[src/rtl/ula_pkg.sv]
// Shared datapath constants: word/register-file geometry, flag-mask bit
// positions and the ALU operation codes used by the control unit.
package ula_pkg;

  localparam int bits_palavra  = 16;
  localparam int num_regs      = 8;
  localparam int bits_endereco = 3;

  // Bit positions of each flag inside atualiza_flags and the packed flag word
  localparam int FLAG_Z = 3;
  localparam int FLAG_C = 2;
  localparam int FLAG_S = 1;
  localparam int FLAG_O = 0;

  localparam logic [4:0] ALU_ADD = 5'b00000;
  localparam logic [4:0] ALU_SUB = 5'b00001;
  localparam logic [4:0] ALU_AND = 5'b00010;
  localparam logic [4:0] ALU_OR  = 5'b00011;
  localparam logic [4:0] ALU_XOR = 5'b00100;
  localparam logic [4:0] ALU_NOT = 5'b00101;
  localparam logic [4:0] ALU_SHL = 5'b00110;
  localparam logic [4:0] ALU_SHR = 5'b00111;
  localparam logic [4:0] ALU_INC = 5'b01000;
  localparam logic [4:0] ALU_DEC = 5'b01001;
  localparam logic [4:0] ALU_PASS_A = 5'b01010;
  localparam logic [4:0] ALU_PASS_B = 5'b01011;

endpackage

[src/rtl/registrador_flags.sv]
// 4-bit flag register: each bit loads from d only where its mask bit is set.
module registrador_flags (
  input  logic       clock,
  input  logic       reset,
  input  logic [3:0] mascara,
  input  logic [3:0] d,
  output logic [3:0] q
);

  always_ff @(posedge clock) begin
    if (reset) begin
      q <= 4'b0000;
    end else begin
      q <= (q & ~mascara) | (d & mascara);
    end
  end

endmodule

[src/rtl/banco_registradores.sv]
// General register file with two combinational read ports, write-through
// forwarding on both ports, and the ALU flag register.
module banco_registradores #(
  parameter int bits_palavra  = ula_pkg::bits_palavra,
  parameter int num_regs      = ula_pkg::num_regs,
  parameter int bits_endereco = ula_pkg::bits_endereco
) (
  input  logic                     clock,
  input  logic                     reset,
  input  logic [bits_endereco-1:0] end_a,
  input  logic [bits_endereco-1:0] end_b,
  output logic [bits_palavra-1:0]  operandoA,
  output logic [bits_palavra-1:0]  operandoB,
  input  logic                     escreve,
  input  logic [bits_endereco-1:0] end_escrita,
  input  logic [bits_palavra-1:0]  dado_escrita,
  input  logic                     Z_in,
  input  logic                     C_in,
  input  logic                     S_in,
  input  logic                     O_in,
  input  logic [3:0]               atualiza_flags,
  output logic                     Z,
  output logic                     C,
  output logic                     S,
  output logic                     O
);

  import ula_pkg::FLAG_Z;
  import ula_pkg::FLAG_C;
  import ula_pkg::FLAG_S;
  import ula_pkg::FLAG_O;

  logic [bits_palavra-1:0] regs [num_regs];

  logic a_valido, b_valido, w_valido;
  logic fwd_a, fwd_b;
  logic [3:0] flags_d, flags_q;

  // Addresses beyond num_regs only exist when num_regs is not a power of two
  assign a_valido = (int'(end_a) < num_regs);
  assign b_valido = (int'(end_b) < num_regs);
  assign w_valido = (int'(end_escrita) < num_regs);

  assign fwd_a = escreve && w_valido && (end_escrita == end_a);
  assign fwd_b = escreve && w_valido && (end_escrita == end_b);

  always_ff @(posedge clock) begin
    if (reset) begin
      for (int i = 0; i < num_regs; i++) begin
        regs[i] <= '0;
      end
    end else if (escreve && w_valido) begin
      regs[end_escrita] <= dado_escrita;
    end
  end

  // Forwarding stays active during reset: only stored state is cleared
  always_comb begin
    operandoA = '0;
    operandoB = '0;
    if (fwd_a) begin
      operandoA = dado_escrita;
    end else if (a_valido) begin
      operandoA = regs[end_a];
    end
    if (fwd_b) begin
      operandoB = dado_escrita;
    end else if (b_valido) begin
      operandoB = regs[end_b];
    end
  end

  always_comb begin
    flags_d         = 4'b0000;
    flags_d[FLAG_Z] = Z_in;
    flags_d[FLAG_C] = C_in;
    flags_d[FLAG_S] = S_in;
    flags_d[FLAG_O] = O_in;
  end

  registrador_flags u_flags (
    .clock   (clock),
    .reset   (reset),
    .mascara (atualiza_flags),
    .d       (flags_d),
    .q       (flags_q)
  );

  assign Z = flags_q[FLAG_Z];
  assign C = flags_q[FLAG_C];
  assign S = flags_q[FLAG_S];
  assign O = flags_q[FLAG_O];

endmodule

[config.mk]
export PLATFORM = sky130hd
export DESIGN_NAME = banco_registradores
export DESIGN_NICKNAME = d
export VERILOG_FILES = /design/src/rtl/ula_pkg.sv /design/src/rtl/registrador_flags.sv /design/src/rtl/banco_registradores.sv
export SDC_FILE = /design/constraint.sdc
export NUM_CORES = 1
export LEC_CHECK = 0
export ABC_AREA = 1
export CAP_MARGIN = 30
export CORE_ASPECT_RATIO = 0.75
export CORE_MARGIN = 3
export CORE_UTILIZATION = 50
export CTS_BUF_LIST = sky130_fd_sc_hd__clkbuf_4 sky130_fd_sc_hd__clkbuf_8 sky130_fd_sc_hd__clkbuf_16
export CTS_CLUSTER_DIAMETER = 40
export DETAILED_ROUTE_END_ITERATION = 10
export DONT_BUFFER_PORTS = 1
export PLACE_DENSITY = 0.69
export SLEW_MARGIN = 40
export SYNTH_ARGS = -nofsm -noshare
export SYNTH_HDL_FRONTEND = slang
export SYNTH_SLANG_ARGS = --single-unit
[constraint.sdc]
create_clock -name clock -period 1.5 [get_ports clock]
set_input_delay 0.225 -clock clock [delete_from_list [all_inputs] [get_ports clock]]
set_output_delay 0.225 -clock clock [all_outputs]
set_load 0.01 [all_outputs]
==> metrics.md <==
| Metric | Value |
|---|---|
| Critical path data arrival time | `1.36 ns` |
| CTS tree | `yes` |
| Num Clock Sinks | `roughly 130` |
| Ys async rst share | `0%` |
| Biggest register | `regs` |
| RSZ-0062 raised after global routing | `yes` |
| Pre-Repair DR Iteration Count | `6` |
| YS warnings | `0` |
| Vias in the first global route | `slightly below 7,000` |
| Routed Antenna Nets | `0` |
| Antenna cells | `0` |
| Critical Path RT | `about 1.3 ns` |
| Slowest library cell on the worst path | `edfxtp_1` |
| Final WL | `about 26 mm` |
| Gr usage total | `29.0%` |
| GRT busiest layer | `met2` |
| Antenna violations before repair | `0` |
| Largest register FFs | `128` |
| DP Worst Slack | `0.125 ns` |
| Postcts setup bufs | `0` |
| Actual slew at the worst max-slew pin | `0.460 ns` |
| Worst Skew | `0 ns` |
| DRC Markers | `0` |
| Final Max Tran Viols | `0` |
| Synthesized area per cell | `7.38 µm²` |
| Crit path from | `regs[6][14]$_SDFFCE_PN0P_` |
| Buf/Inv on CP | `1` |
| Final Total Pwr | `approximately 11 mW` |
| CP Max Fanout | `2` |
| Initial Util | `about half` |
| Cells after Synth | `1,081` |
| Peak VDD IR | `0.833 mV` |
| Clock slew at reported path FFs | `roughly 0.06 ns` |
| Prevailing post-synth register cell | `edfxtp_1` |
| Total negative slack | `-0.895 ns` |
| DRT iter0 DRCs | `around 1,300` |
| Outcome | `complete, but fails checks` |
| Largest net degree at the start of global routing | `66` |
| CTS buffer count | `17` |
| Cell taking the most area after synthesis | `edfxtp_1` |
| #FFs+latches synth | `132` |
| Cell family contributing the most delay on the critical path | `simple AND/OR/NAND/NOR gates` |
| Area Growth Syn to Fin | `21.5%` |
| Root Driver | `clkbuf_16` |
| Top-count cell post-synth | `nand2_1` |
| # IOs | `72` |
| Crit-path cells | `inv_1 > nand2_1 > nand3_2 > nand3_2 > nand3_2 > nand2_2` |
| Failing checks | `setup timing` |
| Max frequency | `632 MHz` |
| Met3 GRT Util | `9.89%` |
| Met2 usage | `between 40 and 50%` |
| Final worst slack | `-0.0813 ns` |
| Critical Path Max Stage Delay | `0.41 ns` |
| # rows | `39` |
| Relative slew slack | `69.3%` |
| Remaining Overflow, GRT | `0` |
| Count of input and output buffers | `0` |
| WS Path Type | `reg2out` |
| Hold Path Origin | `dado_escrita[13]` |
| Worst min path class | `in2reg` |
| Synthesized area | `0.00798 mm²` |
| Maxcap violations | `0` |
| Layout cells sized above 1 | `29.7%` |
| Yosys top cell area share | `48.2%` |
| First-pass GRT wire length | `slightly below 40 mm` |
| Number of flops mapped to enable cells by yosys | `~130` |
| Area of the core | `0.0154 mm²` |
| P per Cell Area | `between 1000 and 1500 mW/mm²` |
| Tmin final | `approximately 1.6 ns` |
| Leakage | `approximately 4.5 nW` |
| Total number of vias | `7,412` |
| Top Registers | `regs: 128 flops` |
| RD Place Congestion | `0.946` |
| Sequential share of the synthesized area | `49.2%` |
| Commonest cells in the synthesized netlist | `nand2_1 (350), nand3_1 (222), inv_1 (151)` |
| Placed wire-length estimate | `15.6 mm` |
| Clk buf depth | `2` |
| Crit end category | `output pin` |
| Vias per inst | `5.70` |
| # setup viols final | `29` |
| Synth unique cells | `21` |
| NumNets Final | `1,118` |
| Met1 usage | `40.2%` |
| Fin crit share | `105%` |
| H-tree depth | `4` |
| Die W | `152 µm` |
| Most used cell, CP | `nand3_2` |
| Min Hold Slack | `0.147 ns` |
| Startpoint types | `flop` |
| Final hold vios | `0` |
| Top post-synthesis cells by area | `edfxtp_1 (48%), nand2_1 (16%), nand3_1 (14%)` |
| WL/cell | `19.9 µm` |
| Syn_nets | `1,117` |
| DIE AREA | `0.0175 mm²` |
| Die Y | `115 µm` |
| Worst-Skew Late Latency | `0.43 ns` |
-- stage by stage --
step / std cells / area [µm²] / util [%]
floorplan: 1081 / 7980 / -
global placement: 1260 / 8230 / 53.4
detailed placement: 1260 / 8230 / 53.4
CTS: 1300 / 9340 / 60.6
global route: 1300 / 9690 / 62.9
finish: 1300 / 9690 / 62.9
-- metal layers --
metal	vias to the layer above	part of all wire, %
li1	3415	-
met1	3398	39
met2	540	44
met3	59	15
met4	0	2.5
met5	-	0
-- layout by cell type, fill, tap and decap left out, types with 2 or more instances in the layout --
cell,count
dlygate4sd3_1,8
nand3_2,115
clkinvlp_4,2
clkbuf_16,17
nand2_4,2
o21ai_0,4
nand2_1,299
clkinv_4,2
bufinv_16,6
inv_1,83
buf_12,7
a21oi_1,4
dfxtp_1,4
nor2_1,133
clkinv_2,4
inv_2,72
buf_4,28
inv_4,3
edfxtp_1,128
nand3_1,106
nand2_2,59
nor2_2,2
nor2_4,4
-- worst paths after layout --
path                                    end  slack [ns]  depth (start not counted)
setup / recovery              operandoA[14]       -0.08                          6
hold reg to reg                        flop        1.13                          3
hold / removal    regs[3][13]$_SDFFCE_PN0P_        0.15                          2
setup reg to reg                       flop        0.14                          3
-- worst reg2reg max path, stage by stage, from the launching register on --
cell	delay [ns]
dfxtp_1	0.39
o21ai_0	0.12
a21oi_1	0.18
dlygate4sd3_1	0.61
-- layout make-up --
type	count	area, µm²
clock buffer	17	425
tap	205	256
timing repair buffer	43	430
multi-input combinational	729	3810
sequential	132	3920
clock inverter	15	236
fill	1344	5730
inverter	159	609
-- power breakdown --
group | total (mW) | switching [mW] | internal (mW)
registers | 4.37 | 0.0908 | 4.28
clock network | 4.72 | 1.62 | 3.10
logic | 1.61 | 1.09 | 0.519
total | 10.7 | 2.80 | 7.89
-- cell families after synthesis --
family	count (synthesis)	share of synthesized area [%]
DFF	132	49.2
buffers and inverters	220	12.0
and+or+nand+nor	721	38.3
AOI/OAI and AO/OA	8	0.502
-- repair_timing --
action	4_1_cts	5_1_grt
setup endpoints to repair	31	32
gates resized for setup	110	124
pin swaps	40	64
hold endpoints to repair	4	0
hold buffers	8	0
No activity file was read; power rests on OpenSTA's default activity.
